`src/rtl/exe_pipe_stage_pkg.sv`:
```
// Shared definitions for the execute pipeline stage.
//   - ex_cmd operation encodings
//   - bit positions inside the 5-bit control bundle {S, B, WB_en, mem_write, mem_read}
//   - bit positions inside the status register {N, Z, C, V}
//   - FSM state enum (MUL_BUSY only exists when EXE_PIPE_STAGE_MUL_EN is defined)
package exe_pipe_stage_pkg;

    typedef enum logic [3:0] {
        CMD_NOP = 4'b0000,
        CMD_MOV = 4'b0001,
        CMD_ADD = 4'b0010,
        CMD_ADC = 4'b0011,
        CMD_SUB = 4'b0100,
        CMD_SBC = 4'b0101,
        CMD_AND = 4'b0110,
        CMD_ORR = 4'b0111,
        CMD_EOR = 4'b1000,
        CMD_MVN = 4'b1001,
        CMD_MUL = 4'b1100
    } ex_cmd_e;

    localparam int unsigned CTRL_MEM_READ  = 0;
    localparam int unsigned CTRL_MEM_WRITE = 1;
    localparam int unsigned CTRL_WB_EN     = 2;
    localparam int unsigned CTRL_B         = 3;
    localparam int unsigned CTRL_S         = 4;

    localparam int unsigned SR_N = 3;
    localparam int unsigned SR_Z = 2;
    localparam int unsigned SR_C = 1;
    localparam int unsigned SR_V = 0;

`ifdef EXE_PIPE_STAGE_MUL_EN
    typedef enum logic [1:0] {
        IDLE     = 2'd0,
        FULL     = 2'd1,
        MUL_BUSY = 2'd2
    } state_e;
`else
    typedef enum logic [0:0] {
        IDLE = 1'b0,
        FULL = 1'b1
    } state_e;
`endif

endpackage

```
`src/rtl/exe_alu.sv`:
```
// Combinational ALU for the execute stage.
// Ports:
//   cmd    : effective operation (ex_cmd encoding)
//   op_a   : operand 1 (val_rn)
//   op_b   : operand 2 (val2)
//   c_in   : registered carry flag, used by ADC/SBC
//   res    : result (0 for undefined commands, including MUL)
//   flags  : {N, Z, C, V} computed from res
//   upd_nz : operation is allowed to update N and Z
//   upd_cv : operation is allowed to update C and V
module exe_alu
    import exe_pipe_stage_pkg::*;
#(
    parameter int unsigned WIDTH = 32
) (
    input  logic [3:0]       cmd,
    input  logic [WIDTH-1:0] op_a,
    input  logic [WIDTH-1:0] op_b,
    input  logic             c_in,
    output logic [WIDTH-1:0] res,
    output logic [3:0]       flags,
    output logic             upd_nz,
    output logic             upd_cv
);

    logic [WIDTH:0] sum;
    logic           v;

    always_comb begin
        sum    = '0;
        res    = '0;
        v      = 1'b0;
        upd_nz = 1'b0;
        upd_cv = 1'b0;
        case (cmd)
            CMD_MOV: begin res = op_b;         upd_nz = 1'b1; end
            CMD_MVN: begin res = ~op_b;        upd_nz = 1'b1; end
            CMD_AND: begin res = op_a & op_b;  upd_nz = 1'b1; end
            CMD_ORR: begin res = op_a | op_b;  upd_nz = 1'b1; end
            CMD_EOR: begin res = op_a ^ op_b;  upd_nz = 1'b1; end
            CMD_ADD, CMD_ADC: begin
                sum = {1'b0, op_a} + {1'b0, op_b}
                    + ((cmd == CMD_ADC) ? (WIDTH+1)'(c_in) : '0);
                res = sum[WIDTH-1:0];
                v   = (op_a[WIDTH-1] == op_b[WIDTH-1]) && (res[WIDTH-1] != op_a[WIDTH-1]);
                upd_nz = 1'b1;
                upd_cv = 1'b1;
            end
            CMD_SUB, CMD_SBC: begin
                // a - b - !C == a + ~b + C; plain SUB uses C = 1.
                // The carry-out is therefore NOT-borrow.
                sum = {1'b0, op_a} + {1'b0, ~op_b}
                    + ((cmd == CMD_SBC) ? (WIDTH+1)'(c_in) : (WIDTH+1)'(1'b1));
                res = sum[WIDTH-1:0];
                v   = (op_a[WIDTH-1] != op_b[WIDTH-1]) && (res[WIDTH-1] != op_a[WIDTH-1]);
                upd_nz = 1'b1;
                upd_cv = 1'b1;
            end
            default: ;
        endcase
    end

    assign flags = {res[WIDTH-1], (res == '0), sum[WIDTH], v};

endmodule

```
`src/rtl/exe_pipe_stage.sv`:
```
// Execute pipeline stage: one-entry output register with valid/ready handshake
// on both sides, NZCV status register, branch target adder and (optionally) an
// iterative shift-add multiplier.
// Configuration macro: EXE_PIPE_STAGE_MUL_EN enables MUL (WIDTH-cycle shift-add);
// without it ex_cmd 1100 behaves as an undefined op.
// Ports:
//   clk, rst (async, active-low), flush (sync kill)
//   in_valid/in_ready, ex_cmd, ctrl_in, val_rn, val2, val_rm, pc, simm, dst_in : upstream
//   out_valid/out_ready, ctrl_out, dst_out, val_rm_out, alu_res, branch_addr  : downstream
//   sr : status register {N,Z,C,V}
module exe_pipe_stage
    import exe_pipe_stage_pkg::*;
#(
    parameter int unsigned WIDTH     = 32,
    parameter int unsigned REG_DEPTH = 4,
    parameter int unsigned IMM_WIDTH = 24
) (
    input  logic                 clk,
    input  logic                 rst,
    input  logic                 flush,
    input  logic                 in_valid,
    output logic                 in_ready,
    input  logic [3:0]           ex_cmd,
    input  logic [4:0]           ctrl_in,
    input  logic [WIDTH-1:0]     val_rn,
    input  logic [WIDTH-1:0]     val2,
    input  logic [WIDTH-1:0]     val_rm,
    input  logic [WIDTH-1:0]     pc,
    input  logic [IMM_WIDTH-1:0] simm,
    input  logic [REG_DEPTH-1:0] dst_in,
    output logic                 out_valid,
    input  logic                 out_ready,
    output logic [4:0]           ctrl_out,
    output logic [REG_DEPTH-1:0] dst_out,
    output logic [WIDTH-1:0]     val_rm_out,
    output logic [WIDTH-1:0]     alu_res,
    output logic [WIDTH-1:0]     branch_addr,
    output logic [3:0]           sr
);

    state_e           state_q, state_d;
    logic             is_mem;
    logic [3:0]       eff_cmd;
    logic             sr_wr_en;
    logic             accept;
    logic             go_mul;
    logic [WIDTH-1:0] alu_out;
    logic [3:0]       alu_flags;
    logic             alu_upd_nz, alu_upd_cv;
    logic [3:0]       sr_alu_nxt;
    logic [WIDTH-1:0] branch_nxt;

    // Loads and stores reuse the adder for address generation.
    assign is_mem   = ctrl_in[CTRL_MEM_READ] | ctrl_in[CTRL_MEM_WRITE];
    assign eff_cmd  = is_mem ? CMD_ADD : ex_cmd;
    assign sr_wr_en = ctrl_in[CTRL_S] & ~is_mem;

    exe_alu #(.WIDTH(WIDTH)) u_alu (
        .cmd    (eff_cmd),
        .op_a   (val_rn),
        .op_b   (val2),
        .c_in   (sr[SR_C]),
        .res    (alu_out),
        .flags  (alu_flags),
        .upd_nz (alu_upd_nz),
        .upd_cv (alu_upd_cv)
    );

    assign sr_alu_nxt = {alu_upd_nz ? alu_flags[3:2] : sr[3:2],
                         alu_upd_cv ? alu_flags[1:0] : sr[1:0]};

    assign branch_nxt = pc + {{(WIDTH-IMM_WIDTH){simm[IMM_WIDTH-1]}}, simm};

    assign in_ready  = (state_q == IDLE) | ((state_q == FULL) & out_ready);
    assign out_valid = (state_q == FULL);
    // flush wins over a simultaneous transfer.
    assign accept    = in_valid & in_ready & ~flush;

`ifdef EXE_PIPE_STAGE_MUL_EN
    localparam int unsigned CNT_W = $clog2(WIDTH) + 1;

    logic [CNT_W-1:0] mul_cnt;
    logic [WIDTH-1:0] mul_acc, mul_a, mul_b, mul_acc_nxt;
    logic             mul_s;
    logic             mul_last;

    assign go_mul      = (eff_cmd == CMD_MUL);
    assign mul_last    = (mul_cnt == CNT_W'(WIDTH-1));
    assign mul_acc_nxt = mul_acc + (mul_b[0] ? mul_a : '0);
`else
    assign go_mul = 1'b0;
`endif

    always_ff @(posedge clk or negedge rst) begin
        if (!rst) state_q <= IDLE;
        else      state_q <= state_d;
    end

    always_comb begin
        state_d = state_q;
        case (state_q)
            IDLE: begin
                if (accept) state_d = go_mul ? state_e'(1 << 1) : FULL;
            end
            FULL: begin
                if (flush)          state_d = IDLE;
                else if (out_ready) state_d = accept ? (go_mul ? state_e'(1 << 1) : FULL) : IDLE;
            end
`ifdef EXE_PIPE_STAGE_MUL_EN
            MUL_BUSY: begin
                if (flush)         state_d = IDLE;
                else if (mul_last) state_d = FULL;
            end
`endif
            default: state_d = IDLE;
        endcase
    end

    always_ff @(posedge clk or negedge rst) begin
        if (!rst) begin
            sr          <= '0;
            alu_res     <= '0;
            branch_addr <= '0;
            ctrl_out    <= '0;
            dst_out     <= '0;
            val_rm_out  <= '0;
`ifdef EXE_PIPE_STAGE_MUL_EN
            mul_cnt     <= '0;
            mul_acc     <= '0;
            mul_a       <= '0;
            mul_b       <= '0;
            mul_s       <= 1'b0;
`endif
        end else begin
            if (accept) begin
                alu_res     <= alu_out;
                branch_addr <= branch_nxt;
                ctrl_out    <= ctrl_in;
                dst_out     <= dst_in;
                val_rm_out  <= val_rm;
                if (sr_wr_en) sr <= sr_alu_nxt;
`ifdef EXE_PIPE_STAGE_MUL_EN
                mul_cnt <= '0;
                mul_acc <= '0;
                mul_a   <= val_rn;
                mul_b   <= val2;
                mul_s   <= sr_wr_en;
`endif
            end
`ifdef EXE_PIPE_STAGE_MUL_EN
            else if (state_q == MUL_BUSY) begin
                if (flush) begin
                    mul_cnt <= '0;
                end else begin
                    mul_acc <= mul_acc_nxt;
                    mul_a   <= mul_a << 1;
                    mul_b   <= mul_b >> 1;
                    mul_cnt <= mul_cnt + 1'b1;
                    if (mul_last) begin
                        alu_res <= mul_acc_nxt;
                        mul_cnt <= '0;
                        if (mul_s) sr[3:2] <= {mul_acc_nxt[WIDTH-1], (mul_acc_nxt == '0)};
                    end
                end
            end
`endif
        end
    end

endmodule

```
`config.mk`:
```
export PLATFORM = sky130hd
export DESIGN_NAME = exe_pipe_stage
export DESIGN_NICKNAME = d
export VERILOG_FILES = /design/src/rtl/exe_pipe_stage_pkg.sv /design/src/rtl/exe_alu.sv /design/src/rtl/exe_pipe_stage.sv
export SDC_FILE = /design/constraint.sdc
export NUM_CORES = 1
export LEC_CHECK = 0
export ABC_AREA = 1
export BUFFER_PORTS_ARGS = -buffer_cell sky130_fd_sc_hd__buf_2
export CAP_MARGIN = 20
export CORE_AREA = 4 4 220 158
export DETAILED_ROUTE_END_ITERATION = 8
export DIE_AREA = 0 0 224 162
export GPL_ROUTABILITY_DRIVEN = 0
export PLACE_DENSITY_LB_ADDON = 0.05
export RECOVER_POWER = 25
export SLEW_MARGIN = 20
export SYNTH_ARGS = -nofsm -noshare
export SYNTH_HDL_FRONTEND = slang
export SYNTH_SLANG_ARGS = --single-unit
```
`constraint.sdc`:
```
create_clock -name clk -period 2.65 [get_ports clk]
set_clock_uncertainty 0.1 [all_clocks]
set_input_delay 0.265 -clock clk [delete_from_list [all_inputs] [get_ports clk]]
set_output_delay 0.265 -clock clk [all_outputs]
set_load 0.05 [all_outputs]
```
Word level (Yosys, flattened, before mapping)
Index checks and enable logic that the tools add are counted. W data, S select, Z words.

Memories kept: 0. Flip-flop bits (word level): 110. Latch bits: 0. ROM bits: 0. RAM bits: 0.

$lt $le $gt $ge: 0. Bitwise logic cells: 13. Multiply operators: 0. Muxes and demuxes: 12. Add/sub/neg operators: 5. Div/mod/pow operators: 0. Shifts and indexed selects: 0. Equality and inequality tests: 13. Reductions and logical operators: 9.

Operators by type and width (count): $pmux W32 S7 (1); $add A32 B32 Y33 (2); $add A33 B33 Y33 (2); $pmux W33 S2 (1); $add A32 B32 Y32 (1); $and A32 B32 Y32 (1); $logic_not A32 Y1 (1); $not A32 Y32 (1); $or A32 B32 Y32 (1); $xor A32 B32 Y32 (1); $eq A4 B3 Y1 const B (4); $reduce_or A9 Y1 (1); $eq A4 B2 Y1 const B (2); $eq A4 B4 Y1 const B (2); $mux W1 (7); $reduce_and A3 Y1 (2); $and A1 B1 Y1 (4); $eq A4 B1 Y1 const B (1); $mux W4 (1); $pmux W1 S2 (2); $reduce_or A2 Y1 (2); $reduce_or A4 Y1 (1); $ne A1 B1 Y1 (3); $not A1 Y1 (3); other kinds (3) (5).

Depth between registers and ports, before layout
Depth in word-level cells: 8. Gate-level depth with buffers: 24. Depth with buffers taken out: 23.

By module
From an unflattened synthesis, not the netlist that was laid out.

Cell total of the unflattened synthesis: 2384. Area, all modules: 13728.2 um2.

By module, submodules not included: exe_alu (area an instance 7264.5 um2, seq. area each 0.0 um2, times used 1, cells an instance 1445); exe_pipe_stage (area an instance 6463.7 um2, seq. area each 2752.6 um2, times used 1, cells an instance 939).

Least setup slack after synthesis
No wires, ideal clock.

Path type: input-to-reg. Start: input port ctrl_in[1]. End: register sr[2]. Buffers on the path: 1. Arrival time: 2754 ps. Setup time: 66 ps. Slack: -270 ps. Stages: 22. Required time: 2484 ps. Path through: nor2_4 -> buf_6 -> nand3_1 -> inv_1 -> nand3_1 -> fa_1 -> fa_1 -> inv_1 -> nand3_1 -> nand2_1 -> nand2_1 -> nand2_1 -> nand2_1 -> nand2_1 -> nand2_1 -> a21oi_1 -> nor2_1 -> nor2_1 -> nand3_1 -> nor2_1 -> nand3_1 -> nand2_1.

Word-level cells in the longest chain between the ends: 7. Elaborated cells between the ends (all ways): 24.

RTL lines: start: declaration (RTL line exe_pipe_stage.sv:24) `input logic [4:0] ctrl_in,`; $or A1 B1 Y1 (*) (RTL line exe_pipe_stage.sv:54) `assign is_mem = ctrl_in[CTRL_MEM_READ] | ctrl_in[CTRL_MEM_WRITE];`; $mux W4 (RTL line exe_pipe_stage.sv:55) `assign eff_cmd = is_mem ? CMD_ADD : ex_cmd;`; $eq A4 B3 Y1 or $eq A4 B2 Y1 (tied branches) (RTL line exe_alu.sv:35, exe_alu.sv:53, exe_alu.sv:43); $mux W1 (on tied branches) (RTL line exe_alu.sv:53, exe_alu.sv:43); $add A33 B33 Y33 (on tied branches) (RTL line exe_alu.sv:53, exe_alu.sv:43); $pmux W32 S7 (RTL line exe_alu.sv:35) `case (cmd)`; $logic_not A32 Y1 (RTL line exe_alu.sv:63) `assign flags = {res[WIDTH-1], (res == '0), sum[WIDTH], v};`; end signal: assignment (RTL line exe_pipe_stage.sv:141) `if (sr_wr_en) sr <= sr_alu_nxt;`; end: declaration (RTL line exe_pipe_stage.sv:38) `output logic [3:0] sr`.

Every way passes the cells marked *; elsewhere a longest branch is shown, timed or not. A chain may end at the register's enable or synchronous reset.

Final worst setup path
Start: register sr[1]. End: register sr[2].

Word-level cells in the longest chain between the ends: 4. Elaborated cells between the ends (all ways): 6.

RTL lines (RTL line): $mux W1 (on tied branches) (exe_alu.sv:53, exe_alu.sv:43); $add A33 B33 Y33 (on tied branches) (exe_alu.sv:53, exe_alu.sv:43); $pmux W32 S7 (*) (exe_alu.sv:35); $logic_not A32 Y1 (*) (exe_alu.sv:63).

Marks and branches as above.

==> summary.md <==
| Metric | Value |
|---|---|
| Pin count of the biggest net entering global routing | approximately 90 |
| Flops & latches, synth | between 100 and 150 |
| Slew Limit Headroom | 0.229 |
| Area after DPL | ~0.017 mm2 |
| Initial antenna violation count | 0 |
| Clock slew at reported path FFs | 0.09 ns |
| Maximum root-to-sink buffer count | 2 |
| Worst skew pair latency | 0.37 ns |
| FILL cells | ~3400 |
| Setup violations, final | 10 |
| Final Hold Fails | 0 |
| H-tree level count | 3 |
| Most common library cells after synthesis | 769 x nand2_1, 330 x inv_1, 222 x nor2_1 |
| Yosys top cell by area | nand2_1 |
| Worst Max-Slew Pin Slew | approximately 1.2 ns |
| Ys async rst share | 1.00 |
| Most numerous cell in the Yosys netlist | nand2_1 |
| CTS Buf Count | 9 |
| CP Data Required Time | 2.86 ns |
| RSZ-0062 raised after global routing | true |
| Sequential area share after synthesis | 0.214 |
| CTS tree | built |
| Failing checks | setup timing |
| WL per Instance | about 17 um |
| Setup_tns | -0.808 ns |
| Post-synth EDFFs | 0 |
| Number of max-cap violations | 0 |
| Initial DRT Pass Iterations | 6 |
| Final instance area | 0.0182 mm2 |
| Die ar. | between 0.03 and 0.04 mm2 |
| Nets | roughly 3100 |
| Layout cells sized above 1 | 0.282 |
| N_diodes | 0 |
| Post-Syn Area | around 0.013 mm2 |
| Die height | around 160 um |
| Area Overhead vs Synth | 41.3% |
| Worst min-delay path class | input port to register |
| Final min period | between 2 and 3 ns |
| Initial Util | 0.392 |
| Top-area cell type share of the netlist area | 0.224 |
| Total gr overflow | 0 |
| Mean Syn Cell Area | between 5 and 6 um2 |
| Port bufs | 280 |
| Critical path peak fanout | 3 |
| Worst Path Arrival | slightly above 3 ns |
| Num rows | 56 |
| Leakage | ~11 nW |
| Dominant cells by area after synthesis | nand2_1 22%, dfrtp_1 21%, ha_1 12%, inv_1 9.6%, nand3_1 7.0% |
| Gate count of the mapped netlist | 2191 |
| Ys flop type | dfrtp_1 |
| Max Clk Rate | roughly 0.34 GHz |
| Status | complete, but fails checks |
| Clock sink count | 110 |
| Residual DRC count | 0 |
| Slew Limit Fails | 0 |
| Crit share post-route | 1.09 |
| HPWL Detailed | between 40 and 50 mm |
| Mapped Nets | between 2000 and 2500 |
| Io pins | 281 |
| Startpoint types | register |
| DRT iter0 DRCs | about 1600 |
| Worst Slack Setup Final | -0.250 ns |
| Vias in the first global route | 15300 |
| First-pass GRT wire length | between 80 and 90 mm |
| Element type at the critical path end | register |
| Vias | about 16000 |
| Crit Path Category | register to register |
| Core region area | 0.0329 mm2 |
| Vias per cell | slightly above 5 |
| Total number of yosys warnings | 0 |
| GRT Overall Usage | 0.285 |
| Pwr Density | approximately 460 mW/mm2 |
| Post-synthesis cell type count | 50 |
| CTS root buf | clkbuf_16 |
| Final wirelength | ~54 mm |
| Chip width | ~220 um |
| DRT antenna net count | 0 |
| VDD IR max | approximately 0.33 mV |
-- placed cells by master, fill, tap and decap left out, types with 39 or more instances in the layout --
cell             n
a21oi_1         90
nand2_1        711
ha_1           126
o21ai_0         66
nand3_1        140
inv_1          326
nand2_2         49
nor2_1         209
buf_2          280
dfrtp_1        110
buf_4          289
dlygate4sd3_1   39
-- flip-flops by register name, summed over array words and instances (netlist names) --
register and count:
alu_res 32, branch_addr 32, ctrl_out 5, dst_out 4, out_valid 1, sr 4
val_rm_out 32
-- cells by family (layout without fill, tap and decap cells) --
logic type / Yosys count / after routing / synth area share
AND/OR/NAND/NOR: 1258 / 1258 / 0.402
XOR/XNOR: 18 / 18 / 0.0122
adder cells (fa/ha/maj): 131 / 131 / 0.130
flip-flops: 110 / 110 / 0.214
buffers and inverters: 410 / 987 / 0.127
AO/OA/AOI/OAI: 264 / 264 / 0.116
-- through the flow --
step	total power [mW]	utilization	hold WS, ns	worst slack [ns]	std cells
global route	8.93	0.554	0.00720	-0.410	3203
CTS	8.33	0.546	0.00126	-0.298	3200
finish	8.44	0.554	0.0104	-0.250	3203
global placement	6.69	0.512	0.218	-0.569	3131
floorplan	4.96	-	-0.131	-0.149	2191
detailed placement	6.72	0.512	0.222	-0.624	3131
-- path summary, 6_finish.rpt --
kind	from	to	slack (ns)	cells after the start
min	val_rm[8]	val_rm_out[8]	0.01	3
max reg2reg	sr[1]	sr[2]	-0.25	19
min reg2reg	val_rm_out[21]	val_rm_out[21]	0.37	2
max	sr[1]	sr[2]	-0.25	19
max in group asynchronous	rst	branch_addr[29]	0.40	3
min in group asynchronous	rst	val_rm_out[10]	0.56	2
-- metal layers --
metal / GRT usage / part of all wire / wire [um] / vias to the layer above
met4: 0.0524 / 0.018 / 994 / 0
met1: 0.429 / 0.47 / 25300 / 7547
met5: 0 / 0 / 0 / -
li1: - / - / - / 8040
met2: 0.436 / 0.43 / 23100 / 706
met3: 0.0414 / 0.090 / 4890 / 67
-- report_power, final --
part           total [mW]  internal (mW)  switching [mW]
registers            2.18           1.99           0.185
clock network        1.44          0.684           0.756
logic                4.82           1.57            3.25
-- area by class of cell --
class	instances	area [um2]	area share
clock inverters	7	82.6	0.00453
repair buffers	629	4240	0.233
well taps	435	544	0.0299
multi-input cells	1671	9080	0.498
clock buffers	9	225	0.0124
inverters	342	1290	0.0706
flip-flops and latches	110	2750	0.151
-- critical path, stage by stage, from the launching register on --
cell,delay [ns]
dfrtp_1,0.39
buf_6,0.15
nand3_4,0.07
fa_2,0.41
fa_2,0.36
inv_2,0.08
nand3_2,0.08
nand2_2,0.10
nand2_2,0.06
nand2_2,0.08
nand2_1,0.07
nand2_2,0.09
nand2_2,0.08
a21oi_2,0.12
nor2_1,0.04
nor2_1,0.14
nand3_1,0.14
nor2_4,0.15
nand3_2,0.06
nand2_1,0.05
-- what timing repair did --
item / in CTS / in global routing
buffers inserted: 19 / 6
endpoints found under the hold margin: 80 / 0
resized for setup: 89 / 79
setup endpoints to repair: 25 / 28
hold buffers: 39 / 0
pin swaps: 54 / 59
(Power assumes the default switching activity.)
